### config.mk
export PLATFORM = sky130hd
export DESIGN_NAME = sum_ascii_formatter
export DESIGN_NICKNAME = d
export VERILOG_FILES = /design/src/rtl/sum_ascii_pkg.sv /design/src/rtl/bin_to_dec_seq.sv /design/src/rtl/sum_ascii_formatter.sv
export SDC_FILE = /design/constraint.sdc
export NUM_CORES = 1
export LEC_CHECK = 0
export CORE_AREA = 3 3 73 68
export DETAILED_ROUTE_END_ITERATION = 12
export DIE_AREA = 0 0 76 71
export GPL_TIMING_DRIVEN = 0
export PLACE_DENSITY = 0.75
export SLEW_MARGIN = 25
export SYNTH_ARGS = -nofsm -noshare
export SYNTH_HDL_FRONTEND = slang
export SYNTH_SLANG_ARGS = --single-unit
export TNS_END_PERCENT = 1
### constraint.sdc
create_clock -name clk -period 6.5 [get_ports clk]
set_clock_uncertainty 0.2 [all_clocks]
set_input_delay 0.65 -clock clk [delete_from_list [all_inputs] [get_ports clk]]
set_output_delay 0.65 -clock clk [all_outputs]
set_load 0.03 [all_outputs]
### src/rtl/sum_ascii_pkg.sv
// Shared constants, state encoding and helpers for the sum-to-ASCII formatter.
package sum_ascii_pkg;

    localparam logic [7:0] ASCII_ZERO = 8'h30;
    localparam logic [7:0] ASCII_CR   = 8'h0D;

    localparam logic [8:0] DEC_100 = 9'd100;
    localparam logic [8:0] DEC_10  = 9'd10;

    // {cout,num_sum} is at most 9 bits wide, so 3 digits always suffice
    localparam int VAL_W      = 9;
    localparam int H_W        = 3;   // hundreds, max 5
    localparam int T_W        = 4;   // tens, max 9
    localparam int U_W        = 4;   // units, max 9
    localparam int MAX_CHARS  = 4;   // 3 digits + terminator
    localparam int IDX_W      = 2;
    localparam int CNT_W      = 3;

    typedef enum logic [1:0] {
        ST_IDLE = 2'd0,
        ST_CONV = 2'd1,
        ST_EMIT = 2'd2
    } state_t;

    // Map one decimal digit to its ASCII code
    function automatic logic [7:0] digit_char(input logic [3:0] d);
        return ASCII_ZERO + {4'h0, d};
    endfunction

endpackage

### src/rtl/bin_to_dec_seq.sv
// Repeated-subtraction binary to decimal engine: one subtraction per cycle,
// hundreds first, then tens. done is raised combinationally in the cycle the
// remainder drops below ten, with u presenting the units digit at that time.
module bin_to_dec_seq
    import sum_ascii_pkg::*;
(
    input  logic             clk,
    input  logic             rst_n,
    input  logic             start,
    input  logic [VAL_W-1:0] val,
    output logic             done,
    output logic [H_W-1:0]   h,
    output logic [T_W-1:0]   t,
    output logic [U_W-1:0]   u
);

    logic [VAL_W-1:0] rem;
    logic             running;

    // Load on start, then peel off one hundred or one ten per cycle
    always_ff @(posedge clk) begin
        if (!rst_n) begin
            rem     <= '0;
            h       <= '0;
            t       <= '0;
            running <= 1'b0;
        end else if (start) begin
            rem     <= val;
            h       <= '0;
            t       <= '0;
            running <= 1'b1;
        end else if (running) begin
            if (rem >= DEC_100) begin
                rem <= rem - DEC_100;
                h   <= h + 3'd1;
            end else if (rem >= DEC_10) begin
                rem <= rem - DEC_10;
                t   <= t + 4'd1;
            end else begin
                running <= 1'b0;
            end
        end
    end

    assign done = running && (rem < DEC_10);
    assign u    = rem[U_W-1:0];

endmodule

### src/rtl/sum_ascii_formatter.sv
// Converts the adder result {cout,num_sum} into decimal ASCII characters with
// leading zeros suppressed, optionally followed by a terminator, streamed one
// character per valid/ready handshake.
module sum_ascii_formatter
    import sum_ascii_pkg::*;
#(
    parameter int         DATA_W    = 7,
    parameter int         TERM_EN   = 1,
    parameter logic [7:0] TERM_CHAR = 8'h0D
) (
    input  logic              clk,
    input  logic              rst_n,
    input  logic              in_valid,
    output logic              in_ready,
    input  logic [DATA_W-1:0] num_sum,
    input  logic              cout,
    output logic              out_valid,
    input  logic              out_ready,
    output logic [7:0]        out_char,
    output logic              out_last,
    output logic              busy
);

    state_t state, state_nxt;

    logic [VAL_W-1:0]               val_in;
    logic                           capture;
    logic                           done;
    logic [H_W-1:0]                 h;
    logic [T_W-1:0]                 t;
    logic [U_W-1:0]                 u;

    logic [MAX_CHARS-1:0][7:0]      chars, list_nxt;
    logic [IDX_W-1:0]               idx, last_idx;
    logic [CNT_W-1:0]               n_chars;
    logic [IDX_W-1:0]               last_nxt;
    logic                           fire, final_fire;

    // Zero-extend {cout,num_sum} into the 9-bit working value
    always_comb begin
        val_in             = '0;
        val_in[DATA_W:0]   = {cout, num_sum};
    end

    assign capture    = (state == ST_IDLE) && in_valid && in_ready;
    assign fire       = out_valid && out_ready;
    assign final_fire = fire && (idx == last_idx);

    bin_to_dec_seq u_conv (
        .clk   (clk),
        .rst_n (rst_n),
        .start (capture),
        .val   (val_in),
        .done  (done),
        .h     (h),
        .t     (t),
        .u     (u)
    );

    // Build the character list from the digits, dropping leading zeros only
    always_comb begin
        list_nxt = '0;
        n_chars  = '0;
        if (h != '0) begin
            list_nxt[0] = digit_char({1'b0, h});
            list_nxt[1] = digit_char(t);
            list_nxt[2] = digit_char(u);
            n_chars     = 3'd3;
        end else if (t != '0) begin
            list_nxt[0] = digit_char(t);
            list_nxt[1] = digit_char(u);
            n_chars     = 3'd2;
        end else begin
            list_nxt[0] = digit_char(u);
            n_chars     = 3'd1;
        end
        if (TERM_EN != 0) begin
            list_nxt[n_chars[IDX_W-1:0]] = TERM_CHAR;
            n_chars                      = n_chars + 3'd1;
        end
        last_nxt = IDX_W'(n_chars - 3'd1);
    end

    // State register
    always_ff @(posedge clk) begin
        if (!rst_n) state <= ST_IDLE;
        else        state <= state_nxt;
    end

    // Next-state logic
    always_comb begin
        state_nxt = state;
        case (state)
            ST_IDLE: if (capture)    state_nxt = ST_CONV;
            ST_CONV: if (done)       state_nxt = ST_EMIT;
            ST_EMIT: if (final_fire) state_nxt = ST_IDLE;
            default:                 state_nxt = ST_IDLE;
        endcase
    end

    // Character buffer, emit pointer and the registered accept flag
    always_ff @(posedge clk) begin
        if (!rst_n) begin
            chars    <= '0;
            idx      <= '0;
            last_idx <= '0;
            in_ready <= 1'b0;
        end else begin
            in_ready <= (state_nxt == ST_IDLE);
            if (state == ST_CONV && done) begin
                chars    <= list_nxt;
                last_idx <= last_nxt;
                idx      <= '0;
            end else if (fire && !final_fire) begin
                idx <= idx + 2'd1;
            end
        end
    end

    // Output decode; char and last only depend on idx, so they hold while stalled
    always_comb begin
        out_valid = (state == ST_EMIT);
        busy      = (state != ST_IDLE);
        out_char  = out_valid ? chars[idx] : 8'h00;
        out_last  = out_valid && (idx == last_idx);
    end

    // Digit counters stay inside decimal range
    always_ff @(posedge clk) begin
        if (rst_n) begin
            assert (h <= 3'd5) else $error("hundreds out of range");
            assert (t <= 4'd9) else $error("tens out of range");
        end
    end

endmodule

==> impl_metrics.tcl <==
set metrics [dict create \
    gp_congestion 0.922 \
    io_pins 24 \
    p_total_uw 530 \
    critPathKind "reg2out" \
    synthTopCellsByArea "dfxtp_1 34%, nor2_1 6.5%, ha_1 5.4%, a211oi_1 4.9%, a21oi_1 4.8%" \
    ctsResizeCount 0 \
    powerDensity_nw_per_um2 198 \
    critPathArrivalTime_ns 2.53 \
    period_minus_slack_ns 3.38 \
    overflow 0 \
    yosys.cell_types.count 52 \
    worstMarginPinSlew_ns 0.593 \
    wl_per_cell_um 14.4 \
    core_um2 4350 \
    drc 0 \
    tns_ns 0 \
    fin_nets 338 \
    slowest_stage "clkdlybuf4s50_1" \
    grt_pass1_wl_um 9170 \
    die_width_um 76 \
    grt.met3_usage_pct 5.60 \
    hold_viol 0 \
    status "finished clean" \
    drt_wl_total_um 5460 \
    use_met1_pct 29.5 \
    syn_avg_cell_area_um2 8.01 \
    die_h_um 71 \
    path_buf_inv 4 \
    grt_usage_pct 21.5 \
    rsz0062_at_grt "no" \
    htreeDepth 2 \
    fillers 398 \
    synth_common_cells "40 x nor2_1, 39 x dfxtp_1, 22 x a21oi_1, 19 x nand2_1, 15 x a211oi_1" \
    yosys_register_bits 39 \
    met2_usage_pct 34.1 \
    end_kind "primary output" \
    synth_ff_type "dfxtp_1" \
    row_count 23 \
    numCtsBuffers 5 \
    ctsHoldBuffers 0 \
    drtIter0Drc 138 \
    setup_violations 0 \
    synth_edf_count 0 \
    ys_seq_area_share_pct 34.0 \
    antenna_left 0 \
    maxCapViolCount 0 \
    yosys.area.top_type "dfxtp_1" \
    cp.required_ns 5.65 \
    yosysWarnings 0 \
    antenna_found_initial 0 \
    dp_hpwl_um 4020 \
    yosysMostFrequentCell "nor2_1" \
    syn_inst 287 \
    hold_class "reg2reg" \
    cp-start-kind "flop" \
    viasPerCell 5.54 \
    area_delta_synth_final_pct 16.2 \
    grt_max_degree 12 \
    cts_tree "yes" \
    top_usage_layer "met2" \
    critPathMaxStageDelay_ns 0.65 \
    p_leak_uw 0.000992 \
    portBuffers 21 \
    grt_pass1_vias 1935 \
    vias 2101 \
    ys_async_sr_fraction_pct 0 \
    clkLatencyLatePin_ns 0.29 \
    postCtsSetupBuffers 0 \
    synth_top_area_share_pct 34.0 \
    slew_headroom_pct 60.3 \
    period_share_pct 52.0 \
    drive_above_1_share_pct 7.57 \
    cp_top_family "buffers and inverters" \
    vdd_drop_max_v 0.0000859 \
    dr.pass1.iters 4 \
    maxSlewViolCount 0 \
    clock-sinks 39 \
    diodes 0 \
    cts_root_buffer "clkbuf_8" \
    cts_buffer_depth 2 \
    clkSlewWorstSetupHoldPaths_ns 0.07 \
    dieArea_um2 5400 \
    cpMostUsedCell "clkbuf_1" \
    start_util_pct 52.9 \
    worst-path-max-fanout 10 \
    clock.fmax_mhz 296 \
    crit_chain "clkbuf_1 > clkbuf_1 > mux2i_1 > o22a_1 > nor2_1 > buf_4 > clkdlybuf4s50_1" \
    synth_area_um2 2300 \
]
-- power by group --
part	internal (uW)	leakage [uW]	total, uW	switching (uW)
clock network	75.3	0.0000422	159	83.4
logic	48.3	0.000633	112	63.7
registers	248	0.000316	259	11.0
total	371	0.000992	530	158
-- through the flow --
step | instance area [um^2] | instances | utilization [%] | setup WS (ns) | hold slack, ns
global route | 2670 | 379 | 61.5 | 2.86 | 0.278
CTS | 2670 | 379 | 61.5 | 3.10 | 0.260
floorplan | 2300 | 288 | - | 3.81 | 0.232
finish | 2670 | 379 | 61.5 | 3.12 | 0.259
detailed placement | 2590 | 371 | 59.6 | 3.43 | 0.250
global placement | 2590 | 371 | 59.6 | 3.44 | 0.242
-- area by class of cell --
type	count	area, um^2	share of cell area, %
clock inverters	1	5.00	0.187
clock buffers	7	76.3	2.86
multi-input cells	214	1370	51.2
inverters	13	48.8	1.83
repair buffers	21	210	7.87
plain buffers	22	105	3.93
well taps	62	77.6	2.90
flip-flops and latches	39	781	29.2
-- final timing paths --
| check | start | to | slack, ns | depth (start not counted) |
|---|---|---|---|---|
| min | chars[18] | chars[18] | 0.26 | 2 |
| max reg2reg | u_conv.rem[2] | u_conv.rem[8] | 3.95 | 8 |
| max | idx[1] | out_char[5] | 3.12 | 7 |
| min reg2reg | chars[18] | chars[18] | 0.26 | 2 |
-- worst min-delay path: stages (launching register included) --
cell	delay [ns]
dfxtp_1	0.32
nand2_1	0.05
a21oi_1	0.05
-- kinds of logic (layout without fill, tap and decap cells) --
group,Yosys count,in the layout,synth area share [%]
AND/OR/NAND/NOR,112,112,25.0
adder cells (fa/ha/maj),10,10,5.44
flip-flops,39,39,34.0
multiplexers,8,8,3.54
XOR/XNOR,9,9,3.43
buffers and inverters,35,64,6.70
AO/OA/AOI/OAI,73,73,21.8
other,1,2,0.163
-- routing by layer --
| metal | vias up | routed length, um |
|---|---|---|
| met4 | 0 | 59 |
| met5 | - | 0 |
| met3 | 6 | 238 |
| met1 | 984 | 2650 |
| li1 | 1067 | - |
| met2 | 44 | 2510 |
-- cell usage in the layout (no fill, tap or decap), drive strengths merged, types with 8 or more instances in the layout --
cell type	n
nand2	19
inv	13
ha	10
buf	8
nor3	12
nor2	40
nand3	12
clkbuf	21
a211oi	15
a21oi	22
dfxtp	39
clkdlybuf4s50	21
o21ai	12
-- state kept, by name, indices dropped and copies added, names as in the netlist --
register,cells
chars,15
u_conv.rem,9
u_conv.t,4
u_conv.h,3
idx,2
last_idx,2
state,2
in_ready,1
u_conv.running,1
No activity file was read; power rests on OpenSTA's default activity.
==> variant: new RTL, same flow settings <==
The parameter `TERM_CHAR` goes from 8'h0D to 8'h06.
--- a/src/rtl/sum_ascii_formatter.sv
+++ b/src/rtl/sum_ascii_formatter.sv
@@ -6,7 +6,7 @@
 #(
     parameter int         DATA_W    = 7,
     parameter int         TERM_EN   = 1,
-    parameter logic [7:0] TERM_CHAR = 8'h0D
+    parameter logic [7:0] TERM_CHAR = 8'h06
 ) (
     input  logic              clk,
     input  logic              rst_n,
Function: changed (a bounded check fails within 10 cycles, from zero or initial values and one cycle with rst_n low).
==> variant against the original RTL <==
  * Setup slack improved by 0.15 ns
  * Sequential cell count did not move
  * Synthesized area rose by 1.1%
  * First-iteration DRC count rose by 77%
  * Wire length fell by 0.57%
  * Design area rose by 1.1%
  * Power rose by 1.4%
  * Sequential share of layout area fell by 0.31 points
  * Critical endpoint is now out_char[2]
==> variant: results <==
<?xml version="1.0" encoding="UTF-8"?>
<metrics>
  <group name="layout">
    <metric name="layout-drive-gt1-share" unit="%">10.5</metric>
    <metric name="antennaDiodeCount" unit="">0</metric>
    <metric name="finish.net_count" unit="">325</metric>
  </group>
  <group name="cts">
    <metric name="cts_buffers" unit="">5</metric>
    <metric name="cells_resized_by_post_cts_repair" unit="">0</metric>
  </group>
  <group name="yosys">
    <metric name="synth_top_cells_by_area" unit="">dfxtp_1, nor2_1, ha_1, a21oi_1, xnor2_1</metric>
    <metric name="seq_area_frac_synth" unit="%">33.6</metric>
    <metric name="ys_top_cells_by_count" unit="">dfxtp_1, nor2_1, a21oi_1</metric>
    <metric name="syn_area_per_cell" unit="sq um">8.48</metric>
    <metric name="netlist-cell-type-count" unit="">59</metric>
    <metric name="ys_warn_count" unit="">0</metric>
  </group>
  <group name="min_path">
    <metric name="holdCritPathClass" unit="">reg -&gt; reg</metric>
    <metric name="timing.hold.worst_path_depth" unit="">2</metric>
  </group>
  <group name="worst_setup_path">
    <metric name="r2r_cells" unit="">5</metric>
    <metric name="worst_ep_arrival_time" unit="ns">2.38</metric>
    <metric name="reg2reg_to" unit="">u_conv.rem[3]</metric>
    <metric name="worst_path_largest_cell_delay" unit="ns">0.59</metric>
    <metric name="rrSetupSlack" unit="ns">3.70</metric>
  </group>
  <group name="placed_design">
    <metric name="detailed_place_hpwl" unit="um">4060</metric>
    <metric name="gpl.final_weighted_congestion" unit="">0.884</metric>
    <metric name="port_buffers" unit="">21</metric>
    <metric name="dp_cells" unit="">358</metric>
  </group>
  <group name="global_route">
    <metric name="first_pass_grt_wire_length" unit="um">9450</metric>
    <metric name="largest_net_degree_at_the_start_of_global_routing" unit="">13</metric>
    <metric name="grt_antenna_before_repair" unit="">0</metric>
    <metric name="grt_use_total" unit="%">21.8</metric>
  </group>
  <group name="routing">
    <metric name="drt-vias-per-instance" unit="">5.58</metric>
    <metric name="vias" unit="">2044</metric>
    <metric name="drt-wirelength-per-cell" unit="um">14.8</metric>
    <metric name="drt_iter0_markers" unit="">244</metric>
  </group>
  <group name="status">
    <metric name="run_status" unit="">completed</metric>
  </group>
  <group name="power_and_ir_drop">
    <metric name="p_leak" unit="uW">0.00102</metric>
    <metric name="vdd.ir_drop.worst" unit="mV">0.101</metric>
  </group>
  <group name="timing">
    <metric name="worst_case_hold_slack" unit="ns">0.253</metric>
    <metric name="timing_worst_slew_pin_value" unit="ns">0.639</metric>
  </group>
</metrics>
## variant: metrics by stage
step	cell area, sq um	util (%)	setup slack [ns]
after floorplan	2330	-	3.98
after global placement	2620	60.2	3.59
after detailed placement	2620	60.2	3.59
after CTS	2700	62.1	3.26
after global routing	2700	62.1	3.17
final	2700	62.1	3.27
## variant: layer usage
| metal | GRT usage, % | share of wire [%] |
|---|---|---|
| met5 | 0 | 0 |
| met4 | 8.05 | 1.4 |
| met3 | 3.94 | 5.2 |
| met2 | 33.2 | 43 |
| met1 | 31.0 | 50 |
## variant: worst max path at each step
stage	from	end
6_report	idx[0]	out_char[2]
5_1_grt	idx[0]	out_char[2]
4_1_cts	idx[0]	out_char[2]
3_5_place_dp	idx[0]	out_char[2]
3_3_place_gp	idx[0]	out_char[2]
2_1_floorplan	idx[1]	out_char[5]
## variant: final cells by class
| type | count | area, sq um |
|---|---|---|
| repair buffers | 21 | 210 |
| flip-flops and latches | 39 | 781 |
| clock buffers | 6 | 72.6 |
| well taps | 62 | 77.6 |
| clock inverters | 2 | 12.5 |
| multi-input cells | 206 | 1410 |
| plain buffers | 18 | 92.6 |
| fillers | 406 | 1650 |
| inverters | 12 | 45.0 |
## variant: power by group
group | total (uW) | internal (uW) | switching, uW
logic | 118 | 49.1 | 69.2
clock network | 160 | 75.0 | 85.4
registers | 258 | 247 | 10.9
total | 537 | 371 | 166
## variant: cell families after synthesis
logic type	share of synthesized area, %
AO/OA/AOI/OAI	22.1
multiplexers	5.01
flip-flops	33.6
XOR/XNOR	4.52
AND/OR/NAND/NOR	23.3
other	0.161
adder cells (fa/ha/maj)	5.39
buffers and inverters	5.92
